<file path="config.mk">
export PLATFORM = sky130hd
export DESIGN_NAME = dmix_clkgen
export DESIGN_NICKNAME = d
export VERILOG_FILES = /design/src/rtl/dmix_clk_pkg.sv /design/src/rtl/dmix_clkgen_ch.sv /design/src/rtl/dmix_clkgen.sv
export SDC_FILE = /design/constraint.sdc
export NUM_CORES = 1
export LEC_CHECK = 0
export ABC_AREA = 1
export ABC_CLOCK_PERIOD_IN_PS = 2200
export BUFFER_PORTS_ARGS = -buffer_cell sky130_fd_sc_hd__buf_2
export CORE_UTILIZATION = 52
export DETAILED_ROUTE_END_ITERATION = 12
export GPL_TIMING_DRIVEN = 0
export PLACE_DENSITY_LB_ADDON = 0.05
export SLEW_MARGIN = 0
export SYNTH_ARGS = -nofsm -noshare
export SYNTH_HDL_FRONTEND = slang
export SYNTH_HIERARCHICAL = 1
export SYNTH_SLANG_ARGS = --single-unit
export TNS_END_PERCENT = 100
</file>
<file path="constraint.sdc">
create_clock -name clk983040 -period 2.2 [get_ports clk983040]
set_input_delay 0 -clock clk983040 [delete_from_list [all_inputs] [get_ports clk983040]]
set_output_delay 0 -clock clk983040 [all_outputs]
set_load 0.01 [all_outputs]
</file>
<file path="src/rtl/dmix_clk_pkg.sv">
// rtl/dmix_clk_pkg.sv - shared constants, rate encodings and rate-to-shift helper for dmix_clkgen
//
// Purpose:
//   Common definitions for the audio bit-clock generator.
//   - rate_e         : per-channel rate request/state encoding
//   - GCNT_W         : width of the global cycle counter (one 48 kHz frame)
//   - FRAME_BITS     : bits per audio frame (two 32-bit slots)
//   - FRAME_SH       : log2(FRAME_BITS), bit-index width
//   - rate_shift()   : log2(master cycles per bit) for a given rate
package dmix_clk_pkg;

  localparam int GCNT_W     = 11;
  localparam int FRAME_BITS = 64;
  localparam int FRAME_SH   = $clog2(FRAME_BITS);

  typedef enum logic [1:0] {
    RATE_48K  = 2'd0,
    RATE_96K  = 2'd1,
    RATE_192K = 2'd2,
    RATE_RSVD = 2'd3
  } rate_e;

  // Master cycles per bit are 32/16/8, so the bit boundary is the point where
  // the low 5/4/3 bits of the global counter are all zero.
  function automatic logic [2:0] rate_shift(input logic [1:0] rate);
    logic [2:0] s;
    case (rate)
      RATE_96K:  s = 3'd4;
      RATE_192K: s = 3'd3;
      default:   s = 3'd5;
    endcase
    return s;
  endfunction

endpackage

</file>
<file path="src/rtl/dmix_clkgen_ch.sv">
// rtl/dmix_clkgen_ch.sv - one audio channel: rate register and gcnt decode to bit/frame/lr strobes
//
// Purpose:
//   Holds the rate in effect for one channel and decodes the shared global
//   counter into registered bit_en / frame_start / lrck.
//
// Ports:
//   clk          in   master clock
//   rst          in   asynchronous active-high reset
//   locked       in   generator running; outputs forced low when clear
//   load         in   sample rate_sel into rate_cur this cycle
//   rate_sel     in   [1:0] requested rate (RATE_RSVD ignored)
//   gcnt         in   [GCNT_W-1:0] global cycle counter
//   rate_cur     out  [1:0] rate currently in effect
//   bit_en       out  one-cycle pulse at each bit slot start
//   frame_start  out  one-cycle pulse at bit 0
//   lrck         out  0 for bits 0-31, 1 for bits 32-63
module dmix_clkgen_ch
  import dmix_clk_pkg::*;
(
  input  logic              clk,
  input  logic              rst,
  input  logic              locked,
  input  logic              load,
  input  logic [1:0]        rate_sel,
  input  logic [GCNT_W-1:0] gcnt,
  output logic [1:0]        rate_cur,
  output logic              bit_en,
  output logic              frame_start,
  output logic              lrck
);

  logic [2:0]        bit_sh;
  logic [3:0]        frame_sh;
  logic [3:0]        lr_idx;
  logic [GCNT_W-1:0] bit_mask;
  logic [GCNT_W-1:0] frame_mask;
  logic              bit_hit;
  logic              frame_hit;
  logic              lr_bit;

  // Reserved requests leave the current rate untouched.
  always_ff @(posedge clk or posedge rst) begin
    if (rst) begin
      rate_cur <= RATE_48K;
    end else if (load && (rate_sel != RATE_RSVD)) begin
      rate_cur <= rate_sel;
    end
  end

  // The frame spans FRAME_SH bits above the bit shift; for 48 kHz that is the
  // whole 11-bit counter, where the shifted one falls off and the mask
  // becomes all ones.
  always_comb begin
    bit_sh     = rate_shift(rate_cur);
    frame_sh   = 4'({1'b0, bit_sh}) + 4'(FRAME_SH);
    lr_idx     = frame_sh - 4'd1;
    bit_mask   = (GCNT_W'(1) << bit_sh) - GCNT_W'(1);
    frame_mask = (GCNT_W'(1) << frame_sh) - GCNT_W'(1);
    bit_hit    = (gcnt & bit_mask) == '0;
    frame_hit  = (gcnt & frame_mask) == '0;
    lr_bit     = gcnt[lr_idx];
  end

  // Decode of gcnt value v appears the cycle after gcnt == v.
  always_ff @(posedge clk or posedge rst) begin
    if (rst) begin
      bit_en      <= 1'b0;
      frame_start <= 1'b0;
      lrck        <= 1'b0;
    end else begin
      bit_en      <= locked & bit_hit;
      frame_start <= locked & frame_hit;
      lrck        <= locked & lr_bit;
    end
  end

endmodule

</file>
<file path="src/rtl/dmix_clkgen.sv">
// rtl/dmix_clkgen.sv - multi-channel audio bit/frame clock generator on a 98.304 MHz master clock
//
// Purpose:
//   Runs one 11-bit global counter (one 48 kHz frame = 2048 cycles) and
//   decodes it per channel into bit_en / frame_start / lrck at 48, 96 or
//   192 kHz. Rate changes land only on the common 48 kHz frame boundary or
//   on a sync request.
//
// Configuration:
//   DMIX_CLKGEN_LOCK_EN  when defined, locked rises LOCK_CYCLES cycles after
//                        reset release; otherwise one cycle after release.
//
// Parameters:
//   NUM_CH       number of channels, 1..8
//   LOCK_CYCLES  settling cycles (only with DMIX_CLKGEN_LOCK_EN)
//
// Ports:
//   clk983040    in   98.304 MHz master clock
//   rst          in   asynchronous active-high reset
//   rate_sel     in   [2*NUM_CH-1:0] per-channel rate request
//   sync         in   single-cycle realignment request
//   locked       out  generator running
//   bit_en       out  [NUM_CH-1:0] bit slot start pulses
//   frame_start  out  [NUM_CH-1:0] frame start pulses
//   lrck         out  [NUM_CH-1:0] left/right clock
//   rate_cur     out  [2*NUM_CH-1:0] rate currently in effect
module dmix_clkgen
  import dmix_clk_pkg::*;
#(
  parameter int NUM_CH      = 2,
  parameter int LOCK_CYCLES = 1024
) (
  input  logic                  clk983040,
  input  logic                  rst,
  input  logic [2*NUM_CH-1:0]   rate_sel,
  input  logic                  sync,
  output logic                  locked,
  output logic [NUM_CH-1:0]     bit_en,
  output logic [NUM_CH-1:0]     frame_start,
  output logic [NUM_CH-1:0]     lrck,
  output logic [2*NUM_CH-1:0]   rate_cur
);

  if ((NUM_CH < 1) || (NUM_CH > 8) || (LOCK_CYCLES < 1)) begin : g_bad_param
    $error("dmix_clkgen: parameter out of range");
  end

  logic [GCNT_W-1:0] gcnt;
  logic              lock_rise;
  logic              gcnt_last;
  logic              load;

`ifdef DMIX_CLKGEN_LOCK_EN
  localparam int LCW = $clog2(LOCK_CYCLES + 1);

  logic [LCW-1:0] lock_cnt;

  // locked rises on the LOCK_CYCLES-th edge after release.
  assign lock_rise = !locked && (lock_cnt == LCW'(LOCK_CYCLES - 1));

  always_ff @(posedge clk983040 or posedge rst) begin
    if (rst) begin
      lock_cnt <= '0;
    end else if (!locked && !lock_rise) begin
      lock_cnt <= lock_cnt + LCW'(1);
    end
  end
`else
  // No settling time: run from the first edge after release.
  assign lock_rise = !locked;
`endif

  always_ff @(posedge clk983040 or posedge rst) begin
    if (rst) begin
      locked <= 1'b0;
    end else if (lock_rise) begin
      locked <= 1'b1;
    end
  end

  assign gcnt_last = (gcnt == '1);

  // Rates are latched when the generator starts, at the last cycle of every
  // 48 kHz frame, and on sync. A sync on the last cycle merges with the
  // natural wrap, so only one frame_start results.
  assign load = lock_rise | (locked & (sync | gcnt_last));

  always_ff @(posedge clk983040 or posedge rst) begin
    if (rst) begin
      gcnt <= '0;
    end else if (!locked || sync) begin
      gcnt <= '0;
    end else begin
      gcnt <= gcnt + GCNT_W'(1);
    end
  end

  for (genvar k = 0; k < NUM_CH; k++) begin : g_ch
    dmix_clkgen_ch u_ch (
      .clk         (clk983040),
      .rst         (rst),
      .locked      (locked),
      .load        (load),
      .rate_sel    (rate_sel[2*k +: 2]),
      .gcnt        (gcnt),
      .rate_cur    (rate_cur[2*k +: 2]),
      .bit_en      (bit_en[k]),
      .frame_start (frame_start[k]),
      .lrck        (lrck[k])
    );
  end

endmodule

</file>
==> results of run 1 <==
final cells by class:
type	instances	area, sq um	area share [%]
Timing Repair Buffer	23	145	8.03
Clock buffer	4	36.3	2.01
Inverter	47	176	9.76
Multi-Input combinational cell	162	860	47.6
Tap cell	31	38.8	2.15
Sequential cell	22	551	30.5
metal layers:
layer  wire length, microns  vias up  part of all wire [%]  global-route usage, %
met2                   1540       48                    44                   36.3
met1                   1650      647                    47                   36.6
met5                      0        -                     0                      0
met3                    243        6                   6.9                   2.04
met4                     61        0                   1.7                   8.36
li1                       -      765                     -                      -
what timing repair did:
action / 4_1_cts / 5_1_grt
hold buffers: 6 / 0
buffers inserted: 0 / 0
endpoints found under the hold margin: 34 / 0
placed cells by master, fill, tap and decap left out:
cell / Yosys / routed
o21ai_0: 10 / 10
nand3_1: 16 / 16
o21a_1: 1 / 1
nand3_2: 1 / 1
clkbuf_8: 0 / 1
nor2_2: 5 / 5
nor2_4: 4 / 4
dlygate4sd3_1: 0 / 6
inv_2: 4 / 4
a21oi_2: 2 / 2
nor2_1: 28 / 28
dfrtp_1: 22 / 22
conb_1: 1 / 1
inv_1: 43 / 43
buf_2: 0 / 17
nand2_1: 57 / 57
ha_1: 13 / 13
nand2_2: 4 / 4
clkbuf_4: 0 / 3
a21oi_1: 14 / 14
o2111ai_1: 2 / 2
nor3_1: 4 / 4
power breakdown:
| group | total (mW) | switching, mW | internal [mW] |
|---|---|---|---|
| registers | 0.440 | 0.0180 | 0.422 |
| clock network | 0.237 | 0.136 | 0.101 |
| logic | 0.216 | 0.138 | 0.0780 |
| total | 0.893 | 0.291 | 0.601 |
synth_stat cells, types with 2 or more instances:
cell / n / area (sq um)
nor3_1: 4 / 20.0
dfrtp_1: 22 / 551
nor2_2: 5 / 31.3
inv_1: 43 / 161
a21oi_2: 2 / 17.5
nor2_1: 28 / 105
o2111ai_1: 2 / 17.5
nand2_1: 57 / 214
o21ai_0: 10 / 50.1
nand3_1: 16 / 80.1
ha_1: 13 / 163
a21oi_1: 14 / 70.1
nand2_2: 4 / 25.0
nor2_4: 4 / 45.0
inv_2: 4 / 15.0
state kept, by name, indices dropped and copies added (netlist names):
| signal | count |
|---|---|
| gcnt | 11 |
| g_ch.u_ch/rate_cur | 4 |
| g_ch.u_ch/frame_start | 2 |
| g_ch.u_ch/lrck | 2 |
| locked | 1 |
| g_ch.u_ch/bit_en | 2 |
logic make-up (layout without fill, tap and decap cells):
kind of cell / count (synthesis) / in the layout
AOI/OAI and AO/OA: 29 / 29
and+or+nand+nor: 119 / 119
buffers and inverters: 47 / 74
other: 1 / 1
adders and majority gates: 13 / 13
DFF: 22 / 22
worst max-delay path, delay by kind of cell (launching register included):
kind	cells	cell delay, ps
buffers and inverters	3	190
adder cells (fa/ha/maj)	2	540
flip-flops	1	450
AND/OR/NAND/NOR	6	530
path summary, 6_finish.rpt:
kind | endpoint | depth (start not counted)
worst max register to register | g_ch[1].u_ch/bit_en | 11
max in group asynchronous | gcnt[10] | 3
worst min register to register | gcnt[0] | 1
worst max-delay path | g_ch[1].u_ch/bit_en | 11
worst min-delay path | g_ch[1].u_ch/rate_cur[1] | 3
min in group clk983040 | g_ch[0].u_ch/rate_cur[0] | 4
==> impl_metrics.ini, run 1 <==
[outcome]
status = finished, violations left
violations = design-rule violations

[critical_path]
cp_data_required_time_ps = 2450
critPathMaxFanout = 5
startpoint_type = flop
cp_slowest_cell = dfrtp_1
path_class = reg -> reg
critPathArrivalTime_ps = 2010
critPathMaxStageDelay_ps = 450
worstReg2RegStart = g_ch[1].u_ch/rate_cur[0]
cp_cell_sequence = inv_1, ha_1, nand2_2, inv_2, ha_1, inv_1, nand2_1, nand3_1, nor2_2, nand2_1, nor2_1
cp-end-kind = flop
reg2reg_slack_ps = 440
worstSetupStartpoint = g_ch[1].u_ch/rate_cur[0]

[grt]
grt_pass1_vias = 1338
grt_start_max_net_pins = 13
track_usage_pct = 24.1
grt_first_pass_wirelength_mm = 6.07
antenna_found_initial = 0
grt-ovfl-total = 0

[synthesis]
ys_async_sr_fraction_pct = 100
synth_edf_count = 0
ys_ff_latch = 22
ys_seq_area_share_pct = 34.7
syn-num-nets = 251
synth_top_family_by_area = simple AND/OR/NAND/NOR gates
yosysWarnings = 6
ys_types = 18
syn_avg_cell_area_sq_um = 6.87
synthMuxAreaShare_pct = 0
synth_adder_area_share_pct = 10.3
ys.flop_type = dfrtp_1
synth_xor_area_share_pct = 0
synth_compound_area_share_pct = 10.3
synthSimpleGateAreaFrac_pct = 33.4
synth_area_sq_um = 1590
syn_inst = 231

[layout]
fin_util_pct = 63.9
syn2layout_area_growth_pct = 13.9
layout.cells.non_filler = 289
antenna-diode-count = 0
final_area_sq_um = 1810
nNetsFinal = 279
drive_gt1_share_pct = 15.9
nFillCells = 267

[clocking]
cts_buffer_depth = 2
cts-resized-gates = 0
clkTransAtPathRegs_ps = 140
h-tree-depth = 1
cts_tree = built
cts_buffers = 3
root_buffer = clkbuf_4
clock_sinks = 22
clk_latency_ps = 310

[timing]
rsz0062_at_grt = false
finalHoldViolCount = 0
min_period_ps = 1760
post-route-period-util_pct = 79.9
setup_ws_ps = 442
max_freq_mhz = 569
final_max_slew_viol_count = 0
setup_violations = 0
holdWs_ps = 142
tns_ps = 0
clock_skew_ps = 7.01

[drt]
wl_per_cell_microns = 12.1
via_count = 1466
drtPass1Iterations = 8
first_iter_violations = 68
via_per_inst = 5.07
wirelength_mm = 3.50
drc_errors = 3
antenna_left = 0

[placement]
placedCellCount = 279
routabilityCongestion = 0.826
hpwl_mm = 2.50
dp_slack_ps = 493
portBuffers = 17
dpl_cell_area_sq_um = 1710

[power_and_ir_drop]
powerDensity_nw_per_um2 = 494
worst_ir_drop_vdd_uv = 391
leakage_nw = 0.931
total_power_mw = 0.893

[die]
core_sq_um = 2830
die_area_sq_um = 3280
initial_utilization_pct = 56.1
rows = 19
die_y_microns = 57.2
dieWidth_microns = 57.2
pin_count = 18

[job]
maxCapViolCount = 0

[worst_hold_path]
hold_class = in -> async
Note: power is estimated with default switching activity, not from simulation.
==> run 2: changes to the inputs <==
--- a/config.mk
+++ b/config.mk
@@ -6,7 +6,7 @@
 export NUM_CORES = 1
 export LEC_CHECK = 0
 export ABC_AREA = 1
-export ABC_CLOCK_PERIOD_IN_PS = 2200
+export ABC_CLOCK_PERIOD_IN_PS = 1840
 export BUFFER_PORTS_ARGS = -buffer_cell sky130_fd_sc_hd__buf_2
 export CORE_UTILIZATION = 52
 export DETAILED_ROUTE_END_ITERATION = 12
==> constraint.sdc (replaced) <==
create_clock -name clk983040 -period 1.84 [get_ports clk983040]
set_input_delay 0 -clock clk983040 [delete_from_list [all_inputs] [get_ports clk983040]]
set_output_delay 0 -clock clk983040 [all_outputs]
set_load 0.01 [all_outputs]
==> impl_metrics.ini, run 2 (synthesis gave the netlist of run 1 again) <==
[critical_path]
worstReg2RegStart = g_ch[0].u_ch/rate_cur[1]
r2r_cells = 10
reg2reg_slack_ps = 180
path_class = reg -> reg
cp-end-kind = flop
worstSetupStartpoint = g_ch[0].u_ch/rate_cur[1]
cp_data_required_time_ps = 2100
r2r-end = g_ch[0].u_ch/bit_en
critPathArrivalTime_ps = 1920
startpoint_type = flop
critPathMaxFanout = 5

[clocking]
root_buffer = clkbuf_4
clock_sinks = 22
clk_latency_ps = 310
clkTransAtPathRegs_ps = 140
cts_tree = built
cts_buffers = 3
cts_buffer_depth = 2
h-tree-depth = 1

[grt]
grt_pass1_vias = 1338
grt_start_max_net_pins = 13
grt_first_pass_wirelength_mm = 6.07
track_usage_pct = 24.1
grt-ovfl-total = 0
antenna_found_initial = 0

[layout]
syn2layout_area_growth_pct = 15.1
final_common_cell = nand2_1
regArea_sq_um = 552
top_regs = gcnt (11), g_ch.u_ch/rate_cur (4)
drive_gt1_share_pct = 17.3
fin_util_pct = 64.5
antenna-diode-count = 0
nNetsFinal = 281
regMostFlops = gcnt
nFillCells = 267
multi_input_area_sq_um = 862
largest_reg_flops = 11
layout_common_cells = 57 x nand2_1, 43 x inv_1, 28 x nor2_1

[timing]
min_period_ps = 1660
final_max_slew_viol_count = 0
tns_ps = 0
rsz0062_at_grt = false
finalHoldViolCount = 0
clock_skew_ps = 8.83
setup_violations = 0
post-route-period-util_pct = 90.3
max_freq_mhz = 602

[outcome]
violations = design-rule violations
status = finished, violations left

[worst_hold_path]
hold_class = in -> async

[drt]
drtPass1Iterations = 8
via_per_inst = 4.99
first_iter_violations = 79
antenna_left = 0
wl_per_cell_microns = 12.1
via_count = 1452
drc_errors = 3
wirelength_mm = 3.53

[placement]
hpwl_mm = 2.50
portBuffers = 17
routabilityCongestion = 0.826

[power_and_ir_drop]
swShare_pct = 32.5
seqPwrFrac_pct = 48.6
powerDensity_nw_per_um2 = 589
p_int_mw = 0.727
worst_ir_drop_vdd_uv = 465
clock_power_share_pct = 26.2
leakage_nw = 0.938
power_frac_comb_pct = 25.2
power_switching_mw = 0.349

[job]
maxCapViolCount = 0

[die]
pin_count = 18
die_y_microns = 57.2
rows = 19
initial_utilization_pct = 56.1
dieWidth_microns = 57.2
core_sq_um = 2830
die_area_sq_um = 3280
run 2: what timing repair did:
item,in CTS,in global routing
resized for setup,0,3
buffers inserted,0,2
endpoints found under the setup margin,0,3
hold buffers,6,0
hold endpoints to repair,34,0
run 2: worst max-delay path: stages (launching register included):
cell and delay [ps]:
dfrtp_1 460, ha_1 280, nand2_2 170, inv_2 60, ha_1 270, inv_1 40
nand2_1 40, nand3_1 80, nor2_2 80, nand2_1 50, nor2_1 70
run 2: worst max-delay path by stage:
stage,end
2_1_floorplan,g_ch[0].u_ch/bit_en
3_3_place_gp,g_ch[0].u_ch/bit_en
3_5_place_dp,g_ch[0].u_ch/bit_en
4_1_cts,g_ch[0].u_ch/bit_en
5_1_grt,g_ch[1].u_ch/rate_cur[1]
6_report,g_ch[0].u_ch/bit_en
run 2: stage by stage:
stage | hold WS, ps | power [mW] | area (sq um) | worst slack [ps] | cells
2_1_floorplan | -221 | 0.710 | 1590 | 263 | 231
3_3_place_gp | -44.0 | 0.779 | 1710 | 135 | 279
3_5_place_dp | -50.8 | 0.781 | 1710 | 133 | 279
4_1_cts | 140 | 1.07 | 1810 | 101 | 289
5_1_grt | 167 | 1.14 | 1830 | 5.55 | 291
6_report | 143 | 1.08 | 1830 | 179 | 291
run 2: final cells by class:
| class | instances | area share [%] |
|---|---|---|
| multi-input cells | 162 | 47.2 |
| flip-flops and latches | 22 | 30.2 |
| inverters | 47 | 9.66 |
| repair buffers | 25 | 8.77 |
| well taps | 31 | 2.12 |
| clock buffers | 4 | 1.99 |
run 2: metal layers:
layer | vias to the layer above | routed length [microns] | track usage, %
li1 | 771 | - | -
met1 | 633 | 1680 | 36.6
met2 | 44 | 1570 | 36.3
met3 | 4 | 224 | 2.04
met4 | 0 | 44 | 8.36
met5 | - | 0 | 0
run 2: power groups by stage:
| stage | registers, mW | clock network, mW | logic [mW] |
|---|---|---|---|
| 5_1_grt | 0.527 | 0.305 | 0.305 |
| 3_5_place_dp | 0.536 | 0 | 0.245 |
| 2_1_floorplan | 0.542 | 0 | 0.169 |
| 6_report | 0.523 | 0.282 | 0.271 |
| 4_1_cts | 0.526 | 0.285 | 0.255 |
| 3_3_place_gp | 0.534 | 0 | 0.245 |
